**config.mk**
```make
export PLATFORM = sky130hd
export DESIGN_NAME = rr_arb_n
export DESIGN_NICKNAME = d
export VERILOG_FILES = /design/src/rtl/arb_pkg.sv /design/src/rtl/rr_pick_n.sv /design/src/rtl/rr_arb_n.sv
export SDC_FILE = /design/constraint.sdc
export NUM_CORES = 1
export LEC_CHECK = 0
export BUFFER_PORTS_ARGS = -buffer_cell sky130_fd_sc_hd__buf_2
export CAP_MARGIN = 40
export CORE_AREA = 3 3 40 42
export CTS_CLUSTER_SIZE = 14
export DETAILED_ROUTE_END_ITERATION = 12
export DIE_AREA = 0 0 43 45
export PLACE_DENSITY = 0.66
export SLEW_MARGIN = 40
export SYNTH_ARGS = -nofsm -noshare
export SYNTH_HDL_FRONTEND = slang
export SYNTH_HIERARCHICAL = 1
export SYNTH_SLANG_ARGS = --single-unit
```
**constraint.sdc**
```tcl
create_clock -name clk -period 2.7 [get_ports clk]
set_clock_uncertainty 0.2 [all_clocks]
set_input_delay 0.54 -clock clk [delete_from_list [all_inputs] [get_ports clk]]
set_output_delay 0.54 -clock clk [all_outputs]
set_load 0.02 [all_outputs]
```
**src/rtl/arb_pkg.sv**
```systemverilog
// Shared types and helpers for the round-robin arbiter.
// The build option ARB_DROP_EN is consumed by rr_arb_n, not here.
package arb_pkg;

  typedef enum logic [0:0] {
    ARB_IDLE  = 1'b0,
    ARB_GRANT = 1'b1
  } arb_state_t;

  // Widest requester vector that onehot_of() can produce; callers truncate to N.
  localparam int unsigned ARB_MAX_N = 64;

  // Reset pointer: N-1, so that the first arbitration after reset behaves
  // exactly like a plain MSB-first priority encoder.
  function automatic int unsigned arb_rst_ptr(input int unsigned n);
    return n - 1;
  endfunction

  function automatic logic [ARB_MAX_N-1:0] onehot_of(input int unsigned idx);
    return ARB_MAX_N'(1) << idx;
  endfunction

endpackage

```
**src/rtl/rr_pick_n.sv**
```systemverilog
// Combinational rotating MSB-first priority encoder.
// Search order is ptr, ptr-1, ..., 0, N-1, ..., ptr+1.
module rr_pick_n
  import arb_pkg::*;
#(
  parameter  int unsigned N = 4,
  localparam int unsigned W = $clog2(N)
) (
  input  logic [N-1:0] req,
  input  logic [W-1:0] ptr,
  output logic         any,
  output logic [W-1:0] pick
);

  logic [W-1:0] cand;

  always_comb begin
    any  = 1'b0;
    pick = '0;
    cand = '0;
    for (int unsigned k = 0; k < N; k++) begin
      cand = W'((32'(ptr) + N - k) % N);
      if (!any && req[cand]) begin
        any  = 1'b1;
        pick = cand;
      end
    end
  end

endmodule

```
**src/rtl/rr_arb_n.sv**
```systemverilog
// N-requester round-robin arbiter with registered grant and grant/ack handshake.
// Define ARB_DROP_EN to withdraw an unacknowledged grant whose request has dropped.
module rr_arb_n
  import arb_pkg::*;
#(
  parameter  int unsigned N = 4,
  localparam int unsigned W = $clog2(N)
) (
  input  logic         clk,
  input  logic         rst,
  input  logic [N-1:0] req,
  input  logic         ack,
  output logic         gnt_valid,
  output logic [W-1:0] gnt_idx,
  output logic [N-1:0] gnt_onehot
);

  localparam int unsigned ARB_RST_PTR = arb_rst_ptr(N);

  arb_state_t   state_q, state_nxt;
  logic [W-1:0] ptr_q, ptr_nxt;
  logic         valid_nxt;
  logic [W-1:0] idx_nxt;
  logic [N-1:0] onehot_nxt;

  logic         accept_c;
  logic [W-1:0] ptr_dec_c;
  logic [W-1:0] pick_ptr_c;
  logic         any_c;
  logic [W-1:0] pick_c;
  logic         rearb;

  // Accepting a grant makes the granted requester lowest priority immediately.
  assign accept_c   = (state_q == ARB_GRANT) && ack;
  assign ptr_dec_c  = (gnt_idx == '0) ? W'(ARB_RST_PTR) : gnt_idx - W'(1);
  assign pick_ptr_c = accept_c ? ptr_dec_c : ptr_q;

  rr_pick_n #(.N(N)) u_pick (
    .req  (req),
    .ptr  (pick_ptr_c),
    .any  (any_c),
    .pick (pick_c)
  );

  always_ff @(posedge clk) begin
    if (rst) begin
      state_q    <= ARB_IDLE;
      ptr_q      <= W'(ARB_RST_PTR);
      gnt_valid  <= 1'b0;
      gnt_idx    <= '0;
      gnt_onehot <= '0;
    end else begin
      state_q    <= state_nxt;
      ptr_q      <= ptr_nxt;
      gnt_valid  <= valid_nxt;
      gnt_idx    <= idx_nxt;
      gnt_onehot <= onehot_nxt;
    end
  end

  always_comb begin
    state_nxt  = state_q;
    ptr_nxt    = ptr_q;
    valid_nxt  = gnt_valid;
    idx_nxt    = gnt_idx;
    onehot_nxt = gnt_onehot;
    rearb      = 1'b0;

    case (state_q)
      ARB_IDLE: rearb = 1'b1;
      ARB_GRANT: begin
        if (ack) begin
          ptr_nxt = ptr_dec_c;
          rearb   = 1'b1;
        end
`ifdef ARB_DROP_EN
        else if (!req[gnt_idx]) begin
          rearb = 1'b1;
        end
`endif
      end
      default: rearb = 1'b1;
    endcase

    if (rearb) begin
      if (any_c) begin
        state_nxt  = ARB_GRANT;
        valid_nxt  = 1'b1;
        idx_nxt    = pick_c;
        onehot_nxt = N'(onehot_of(32'(pick_c)));
      end else begin
        state_nxt  = ARB_IDLE;
        valid_nxt  = 1'b0;
        idx_nxt    = '0;
        onehot_nxt = '0;
      end
    end
  end

endmodule

```
======== Word level (Yosys, flattened, before mapping) ========
Cells that the tools add are included.
word-level totals
  memory bits (writable) .................. 0
  memory bits (read-only) ................. 0
  word-level logic and storage cells ...... 47
  output and inout port bits .............. 7
  latch bits .............................. 0
  memories kept ........................... 0
  bits of input ports ..................... 7
  register bits after elaboration ......... 9
operators by class
  reductions and logical operators ........ 9
  shift operators ......................... 1
  divide/modulo/power cells ............... 0
  mux-type cells .......................... 23
  order comparisons ....................... 4
  multiply operators ...................... 0
  bitwise logic cells ..................... 1
  add/subtract/negate cells ............... 5
  eq/ne operators ......................... 0
operator list
  operator             number
  $mux 2               7
  $lt 2x3->1 const B   4
  $mux 1               10
  $bmux 1 s2           4
  $logic_and 1x1->1    4
  $mux 4               1
  $shl 1x2->4 const A  1
  $sub 2x1->2 const B  2
  $sub 2x2->2 const B  2
  $logic_not 1->1      3
  $add 2x1->2 const B  1
  $logic_not 2->1      1
  $pmux 1 s2           1
  $reduce_and 2->1     1
  $not 1->1            1

======== Logic depth before layout (Yosys ltp) ========
Gate-level depths: netlist of run 1.
  word-level depth ........................ 18
  mapped depth ............................ 9

======== Hierarchy ========
Netlist of run 1, hierarchy kept.
by module, submodules not included
  module     cells each  instances  seq. area each (µm²)  area each (µm²)
  rr_arb_n   43          1          180.2                 372.9
  rr_pick_n  13          1          0.0                   82.6

======== Worst setup path before layout of run 1 ========
Ideal clock, no wire load.
  path type ............................... reg2reg
  start ................................... register gnt_idx[0]
  end ..................................... register gnt_onehot[0]
  path slack .............................. 0.246 ns
  period minus slack after synthesis ...... 2.454 ns
  library setup time ...................... 0.070 ns
  data arrival time ....................... 2.184 ns
  cell stages (with the launch flop) ...... 9
  cells stage by stage .................... dfxtp_1 inv_1 ha_1 a31oi_1 inv_1 a221oi_2 o32ai_1 or4b_1 a21oi_1
between the ends
  cells in the longest elaborated chain, start to end .. 18
ends and longest elaborated chain
  element                                                               RTL line         text
  start: declaration                                                    rr_arb_n.sv:14   output logic [W-1:0] gnt_idx,
  start signal: assignment                                              rr_arb_n.sv:56   gnt_idx <= idx_nxt;
  $sub 2x1->2 / $logic_not 2->1 (equally long branches)                 rr_arb_n.sv:35   assign ptr_dec_c = (gnt_idx == '0) ? W'(ARB_RST_PTR) : gnt_idx - W'(1);
  $mux 2 *                                                              rr_arb_n.sv:35
  $mux 2 *                                                              rr_arb_n.sv:36   assign pick_ptr_c = accept_c ? ptr_dec_c : ptr_q;
  net pick_ptr_c[1]                                                     rr_arb_n.sv:28   logic [W-1:0] pick_ptr_c;
  $add 2x1->2 *                                                         rr_pick_n.sv:22  cand = W'((32'(ptr) + N - k) % N);
  parallel branches: the longest is 11 deep, another holds $sub 2x1->2  -
  $mux 2 *                                                              rr_pick_n.sv:23  if (!any && req[cand]) begin
  net pick_c[0]                                                         rr_arb_n.sv:30   logic [W-1:0] pick_c;
  $shl 1x2->4 *                                                         arb_pkg.sv:20    return ARB_MAX_N'(1) << idx;
  $mux 4 *                                                              rr_arb_n.sv:86   if (any_c) begin
  end signal: assignment                                                rr_arb_n.sv:57   gnt_onehot <= onehot_nxt;
  end: declaration                                                      rr_arb_n.sv:15   output logic [N-1:0] gnt_onehot
Mark *: on every way through the listed nets, which the timed path passes. The select of a mux whose other input is x is not followed.
A chain may end at the register's enable or synchronous reset.

======== Final worst setup path of run 1 ========
Same ends and word-level chain as after synthesis.

==> results of run 1 <==
==> kinds of logic after synthesis <==
family | Yosys count | synth area share
AOI/OAI and AO/OA | 17 | 0.2500
adders and majority gates | 1 | 0.02747
DFF | 9 | 0.3956
buffers and inverters | 8 | 0.08240
and+or+nand+nor | 21 | 0.2445
==> flip-flops by register name (all words and copies together) (netlist names) <==
name,count
gnt_onehot,4
ptr_q,2
state_q,1
gnt_idx,2
==> cells in the final DEF, fill, tap and decap left out <==
| cell type | netlist | layout |
|---|---|---|
| sky130_fd_sc_hd__a21oi_1 | 11 | 11 |
| sky130_fd_sc_hd__a221oi_2 | 2 | 2 |
| sky130_fd_sc_hd__a31oi_1 | 1 | 1 |
| sky130_fd_sc_hd__a41oi_1 | 1 | 1 |
| sky130_fd_sc_hd__buf_2 | 0 | 13 |
| sky130_fd_sc_hd__buf_4 | 0 | 2 |
| sky130_fd_sc_hd__clkbuf_1 | 0 | 1 |
| sky130_fd_sc_hd__clkbuf_4 | 0 | 3 |
| sky130_fd_sc_hd__dfxtp_1 | 9 | 9 |
| sky130_fd_sc_hd__ha_1 | 1 | 1 |
| sky130_fd_sc_hd__inv_1 | 6 | 6 |
| sky130_fd_sc_hd__nand2_1 | 6 | 6 |
| sky130_fd_sc_hd__nand2b_1 | 1 | 1 |
| sky130_fd_sc_hd__nand3_1 | 3 | 3 |
| sky130_fd_sc_hd__nand4_1 | 1 | 1 |
| sky130_fd_sc_hd__nand4b_1 | 2 | 2 |
| sky130_fd_sc_hd__nor2_1 | 4 | 4 |
| sky130_fd_sc_hd__nor2b_1 | 1 | 1 |
| sky130_fd_sc_hd__o21ai_0 | 1 | 1 |
| sky130_fd_sc_hd__o32ai_1 | 1 | 1 |
| sky130_fd_sc_hd__or2_1 | 2 | 2 |
| sky130_fd_sc_hd__or4b_1 | 1 | 1 |
==> stage by stage <==
step | util | instance area, um2
after global placement | 0.4197 | 539.3
after global routing | 0.4401 | 565.5
final | 0.4401 | 565.5
after CTS | 0.4401 | 565.5
after floorplan | - | 455.4
after detailed placement | 0.4197 | 539.3
==> per-layer routing <==
metal / vias to the layer above / wire (um) / global-route usage
li1: 231 / - / -
met3: 2 / 59 / 0.02390
met2: 15 / 378 / 0.1377
met4: 0 / 16 / 0.09036
met5: - / 0 / 0
met1: 197 / 456 / 0.1380
==> worst paths after layout <==
kind                                   start  slack (ps)                          to
hold reg to reg   gnt_onehot[3]$_SDFFE_PP0P_         250  gnt_onehot[3]$_SDFFE_PP0P_
hold / removal    gnt_onehot[3]$_SDFFE_PP0P_         250  gnt_onehot[3]$_SDFFE_PP0P_
setup / recovery     gnt_idx[0]$_SDFFE_PP0P_         250  gnt_onehot[0]$_SDFFE_PP0P_
setup reg to reg     gnt_idx[0]$_SDFFE_PP0P_         250  gnt_onehot[0]$_SDFFE_PP0P_
==> power by group through the flow <==
stage                     Sequential, W  Combinational, W  Clock [W]
after floorplan                0.000163         0.0000398          0
after global placement         0.000152         0.0000776          0
after detailed placement       0.000152         0.0000781          0
after CTS                      0.000149         0.0000784   0.000105
after global routing           0.000150         0.0000861   0.000113
final                          0.000149         0.0000778   0.000102
==> worst min-delay path: cells and delay by family, from the launching register on <==
kind	cells	cell delay [ps]
flip-flops	1	310
AND/OR/NAND/NOR	1	50
AO/OA/AOI/OAI	1	50
==> final cells by class <==
type | instances | area, um2 | area share
Multi-Input combinational cell | 39 | 237.7 | 0.4204
Sequential cell | 9 | 180.2 | 0.3186
Timing Repair Buffer | 15 | 80.08 | 0.1416
Clock buffer | 4 | 26.28 | 0.04646
Inverter | 6 | 22.52 | 0.03982
Tap cell | 15 | 18.77 | 0.03319
==> results by group, run 1 <==
Worst setup path
  – Crit. End Element: flip-flop
  – Arrival time of the worst setup path: 2450 ps
  – CP bufs+invs: 2
  – Cell repeated most along the worst path: sky130_fd_sc_hd__inv_1
  – Worst-path maximum fanout: 5
  – Cells traversed along the worst timing path: inv_1, ha_1, a31oi_1, inv_1, a221oi_2, o32ai_1, or4b_1, a21oi_1
  – CP Launch Type: flip-flop
  – Slowest stage cell, crit path: sky130_fd_sc_hd__or4b_1
  – Reg2Reg Depth: 8
  – CP top delay family: compound AO/OA/AOI/OAI gates
  – Cell count along the critical path: 8
  – Data required time at the worst endpoint: 2700 ps
  – Crit path largest cell delay: 520 ps
  – Worst setup path class: reg -> reg

Logic synthesis
  – Share of flip-flops with an asynchronous set or reset: 0
  – Number of flops mapped to enable cells by yosys: 0
  – Netlist Area Pre-Place: 455.4 um2
  – Number of warnings printed during yosys synthesis: 6
  – Most instantiated flip-flop cell in the synthesis netlist: sky130_fd_sc_hd__dfxtp_1
  – Area fraction of the dominant cell type after synthesis: 0.3956
  – Largest area contributor in the synthesized netlist: sky130_fd_sc_hd__dfxtp_1
  – Post-synthesis net count: 64
  – Synth cell count leaders: sky130_fd_sc_hd__a21oi_1 (11), sky130_fd_sc_hd__dfxtp_1 (9), sky130_fd_sc_hd__inv_1 (6), sky130_fd_sc_hd__nand2_1 (6), sky130_fd_sc_hd__nor2_1 (4)
  – Most instantiated library cell after synthesis: sky130_fd_sc_hd__a21oi_1
  – Number of register bits inferred by synthesis: 9
  – Average instance area after synthesis: 8.133 um2
  – Top area cells in the synthesized netlist: sky130_fd_sc_hd__dfxtp_1 (40%), sky130_fd_sc_hd__a21oi_1 (12%), sky130_fd_sc_hd__a221oi_2 (6.6%)
  – Unique cell type count in the Yosys netlist: 20
  – Share of the yosys chip area belonging to registers: 0.3956
  – Synthesized netlist cell count: 56

Timing
  – Setup-violating endpoint count in the final report: 0
  – Post-layout min period: 2451 ps
  – Minimum hold slack: 247.6 ps
  – Sum of negative setup slack: 0 ps
  – Max frequency: 408.0 MHz
  – Period Utilization, post-route: 0.9078
  – Unrepaired setup endpoints after global routing: false
  – Max-slew headroom at the worst pin: 0.6590
  – Number of max-slew violations in the final report: 0
  – Smallest setup slack after layout: 249.0 ps
  – Worst slew pin tran: 504.9 ps
  – Final Hold Vio Count: 0

CTS
  – TritonCTS clock tree: done
  – CTS Buf Count: 3
  – CTS hold repair buffers: 0
  – Clock transition time at the flip-flop clock pins of the worst setup and hold paths: 60 ps
  – Sinks on the clock net: 9
  – Buffer cell driving the clock tree root: sky130_fd_sc_hd__clkbuf_4
  – Worst-case clock buffer depth: 2
  – Number of instances resized during post-cts repair: 0
  – Worst skew pair latency: 260 ps
  – Post-CTS Repair Setup Buffers: 0
  – H-tree depth: 1

Route
  – Number of nets still failing antenna checks after routing: 0
  – DR vias: 445
  – Number of vias per cell after detailed routing: 5.057
  – DRC violations left: 0
  – Avg WL per Cell: 10.34 um
  – Total Wirelength: 910 um
  – Initial DRC Count: 6
  – First-pass iteration count of the detailed router: 4

Final layout
  – Number of antenna cells inserted: 0
  – Count of filler cells inserted in the layout: 142
  – Layout Nets: 82
  – Final std cells w/o fill: 88
  – Layout cells sized above 1: 0.2740
  – Area growth from synthesis to final layout: 24.18%

Placed design
  – Placer congestion estimate: 0.6957
  – Total instance count after detailed placement: 84
  – Worst slack at placement: 243.3 ps
  – Buffers added on ports: 13
  – HPWL Detailed: 706.9 um

Global routing
  – Vias in the first global route: 369
  – Total global-route track usage: 0.1034
  – Global-route wire length before repair: 1462 um
  – Largest net degree at the start of global routing: 10
  – Total overflow reported by the global router: 0
  – Initial antenna violation count: 0

Pwr
  – Peak supply drop: 201.1 uV
  – Leakage power of the design: 0.2551 nW
  – Logic gate share of total power: 0.236
  – Sw frac: 0.2938
  – Clock group share of total power: 0.311
  – Power per standard cell area: 581.8 nW/um2
  – Relative contribution of sequential cells to total power: 0.453
  – Net load switching power: 0.00009665 W
  – Internal power component: 0.0002324 W
  – Post-layout total power: 0.0003290 W

Floorplan
  – Starting utilization of the core area: 0.3544
  – Total die area: 1935 um2
  – Total I/O pin count: 14
  – Site row count: 13
  – Horiz. Die Dim: 43 um
  – Height of the die: 45 um
  – Area of the core region: 1285 um2

Flow run
  – Count of max-cap constraint violations: 0

Worst hold path
  – Number of cells traversed by the worst hold path: 2
  – Path class of the lowest-slack min-delay path: reg -> reg

Outcome
  – Outcome: finished, final reports clean
No activity file was read; power rests on OpenSTA's default activity.
==> run 2: changes to the inputs <==
CTS_BUF_LIST = sky130_fd_sc_hd__clkbuf_4   (was not set)
==> results by group, run 2 (same netlist as run 1, synthesis figures left out) <==
Placed design
  – Placer congestion estimate: 0.6957
  – HPWL Detailed: 706.9 um
  – Buffers added on ports: 13
  – Total instance count after detailed placement: 84

Route
  – DRC violations left: 0
  – Total Wirelength: 893 um
  – Avg WL per Cell: 10.15 um
  – Initial DRC Count: 6
  – First-pass iteration count of the detailed router: 4
  – Number of vias per cell after detailed routing: 5.080
  – DR vias: 447
  – Number of nets still failing antenna checks after routing: 0

Final layout
  – Area growth from synthesis to final layout: 25.00%
  – Biggest register: gnt_onehot
  – Number of flip-flops in the largest register: 4
  – Utilization after layout: 0.4430
  – Most frequent standard cell in the layout excluding fill and tap cells: sky130_fd_sc_hd__buf_2
  – Final std cells w/o fill: 88
  – Layout Nets: 82
  – Number of antenna cells inserted: 0
  – Commonest non-fill, non-tap cells in the layout: sky130_fd_sc_hd__buf_2 (13), sky130_fd_sc_hd__a21oi_1 (11), sky130_fd_sc_hd__dfxtp_1 (9), sky130_fd_sc_hd__inv_1 (6), sky130_fd_sc_hd__nand2_1 (6)
  – Layout cells sized above 1: 0.2877
  – Largest registers: gnt_onehot x4, gnt_idx x2, ptr_q x2

Global routing
  – Global-route met3 utilization: 0.02390
  – Most crowded layer after global routing: met1
  – Vias in the first global route: 363
  – Total global-route track usage: 0.1009
  – Largest net degree at the start of global routing: 10
  – Total overflow reported by the global router: 0
  – Initial antenna violation count: 0
  – Met1 track utilization from global routing: 0.1380
  – Met2 track demand over resource: 0.1377
  – Global-route wire length before repair: 1449 um

Worst setup path
  – R2R Setup Slk: 240 ps
  – Worst-path maximum fanout: 5
  – Worst setup path class: reg -> reg
  – Arrival time of the worst setup path: 2460 ps
  – CP Launch Type: flip-flop
  – Crit. End Element: flip-flop
  – Crit path largest cell delay: 520 ps
  – Slowest stage cell, crit path: sky130_fd_sc_hd__or4b_1
  – Start of the worst register-to-register path: gnt_idx[0]$_SDFFE_PP0P_
  – Cell repeated most along the worst path: sky130_fd_sc_hd__inv_1
  – CP top delay family: compound AO/OA/AOI/OAI gates
  – Cell count along the critical path: 8
  – Critical R2R Capture: gnt_onehot[0]$_SDFFE_PP0P_
  – CP bufs+invs: 2
  – Reg2Reg Depth: 8
  – Data required time at the worst endpoint: 2690 ps
  – Cells traversed along the worst timing path: inv_1, ha_1, a31oi_1, inv_1, a221oi_2, o32ai_1, or4b_1, a21oi_1

CTS
  – H-tree depth: 1
  – Post-CTS Repair Setup Buffers: 0
  – TritonCTS clock tree: done
  – Sinks on the clock net: 9
  – Buffer cell driving the clock tree root: sky130_fd_sc_hd__clkbuf_4
  – Worst-case clock buffer depth: 2
  – Number of instances resized during post-cts repair: 0
  – Clock transition time at the flip-flop clock pins of the worst setup and hold paths: 60 ps
  – CTS hold repair buffers: 0
  – Worst skew pair latency: 260 ps
  – CTS Buf Count: 3

Worst hold path
  – Endpoint, Worst Hold: gnt_onehot[3]$_SDFFE_PP0P_
  – Number of cells traversed by the worst hold path: 2
  – Path class of the lowest-slack min-delay path: reg -> reg
  – Critical hold path startpoint: gnt_onehot[3]$_SDFFE_PP0P_

Pwr
  – Peak supply drop: 201.1 uV
  – Leakage power of the design: 0.2585 nW
  – Power per standard cell area: 595.7 nW/um2

Timing
  – Sum of negative setup slack: 0 ps
  – Final Hold Vio Count: 0
  – Worst slew pin tran: 504.4 ps
  – Max frequency: 406.2 MHz
  – Max-slew headroom at the worst pin: 0.6593
  – Number of max-slew violations in the final report: 0
  – Setup-violating endpoint count in the final report: 0
  – Period Utilization, post-route: 0.9117
  – Minimum hold slack: 247.6 ps
  – Unrepaired setup endpoints after global routing: false
  – Post-layout min period: 2462 ps

Flow run
  – Count of max-cap constraint violations: 0

Floorplan
  – Total die area: 1935 um2
  – Height of the die: 45 um
  – Area of the core region: 1285 um2
  – Site row count: 13
  – Horiz. Die Dim: 43 um
  – Total I/O pin count: 14
  – Starting utilization of the core area: 0.3544

Outcome
  – Outcome: finished, final reports clean
## run 2: changes by cell type in the layout (fill, tap and decap cells not counted)
cell	delta
sky130_fd_sc_hd__clkbuf_4	+1
sky130_fd_sc_hd__clkbuf_1	-1
## run 2: stage by stage
stage	power [W]	cell area, um2	setup slack [ps]
after floorplan	0.0002026	455.4	246.2
after detailed placement	0.0002303	539.3	243.3
after global placement	0.0002295	539.3	278.4
after CTS	0.0003415	569.3	226.1
after global routing	0.0003590	569.3	68.65
final	0.0003391	569.3	238.4
## run 2: worst max path at each step
stage	start	endpoint
3_5_place_dp	gnt_idx[0]$_SDFFE_PP0P_	gnt_onehot[0]$_SDFFE_PP0P_
6_report	gnt_idx[0]$_SDFFE_PP0P_	gnt_onehot[0]$_SDFFE_PP0P_
4_1_cts	gnt_idx[0]$_SDFFE_PP0P_	gnt_onehot[0]$_SDFFE_PP0P_
5_1_grt	gnt_idx[0]$_SDFFE_PP0P_	gnt_onehot[0]$_SDFFE_PP0P_
2_1_floorplan	gnt_idx[0]$_SDFFE_PP0P_	gnt_onehot[0]$_SDFFE_PP0P_
3_3_place_gp	ack	gnt_onehot[0]$_SDFFE_PP0P_
## run 2: final cells by class
cell class                      instances  area, um2
Fill cell                             142      715.7
Multi-Input combinational cell         39      237.7
Sequential cell                         9      180.2
Timing Repair Buffer                   15      80.08
Clock buffer                            4      30.03
Inverter                                6      22.52
Tap cell                               15      18.77
## run 2: power breakdown
group	internal [W]	total, W	switching [W]
clock network	0.0000669	0.000112	0.0000455
logic	0.0000324	0.0000778	0.0000454
registers	0.000143	0.000149	0.00000588
total	0.000242	0.000339	0.0000967
## run 2: worst min-delay path: cells and delay by family, from the launching register on
family           cells  cell delay [ps]
AND/OR/NAND/NOR      1               50
AO/OA/AOI/OAI        1               50
flip-flops           1              310
## run 2: layer usage
metal / vias to the layer above / part of all wire
li1: 231 / -
met1: 197 / 0.50
met2: 17 / 0.41
met3: 2 / 0.069
met4: 0 / 0.018
met5: - / 0
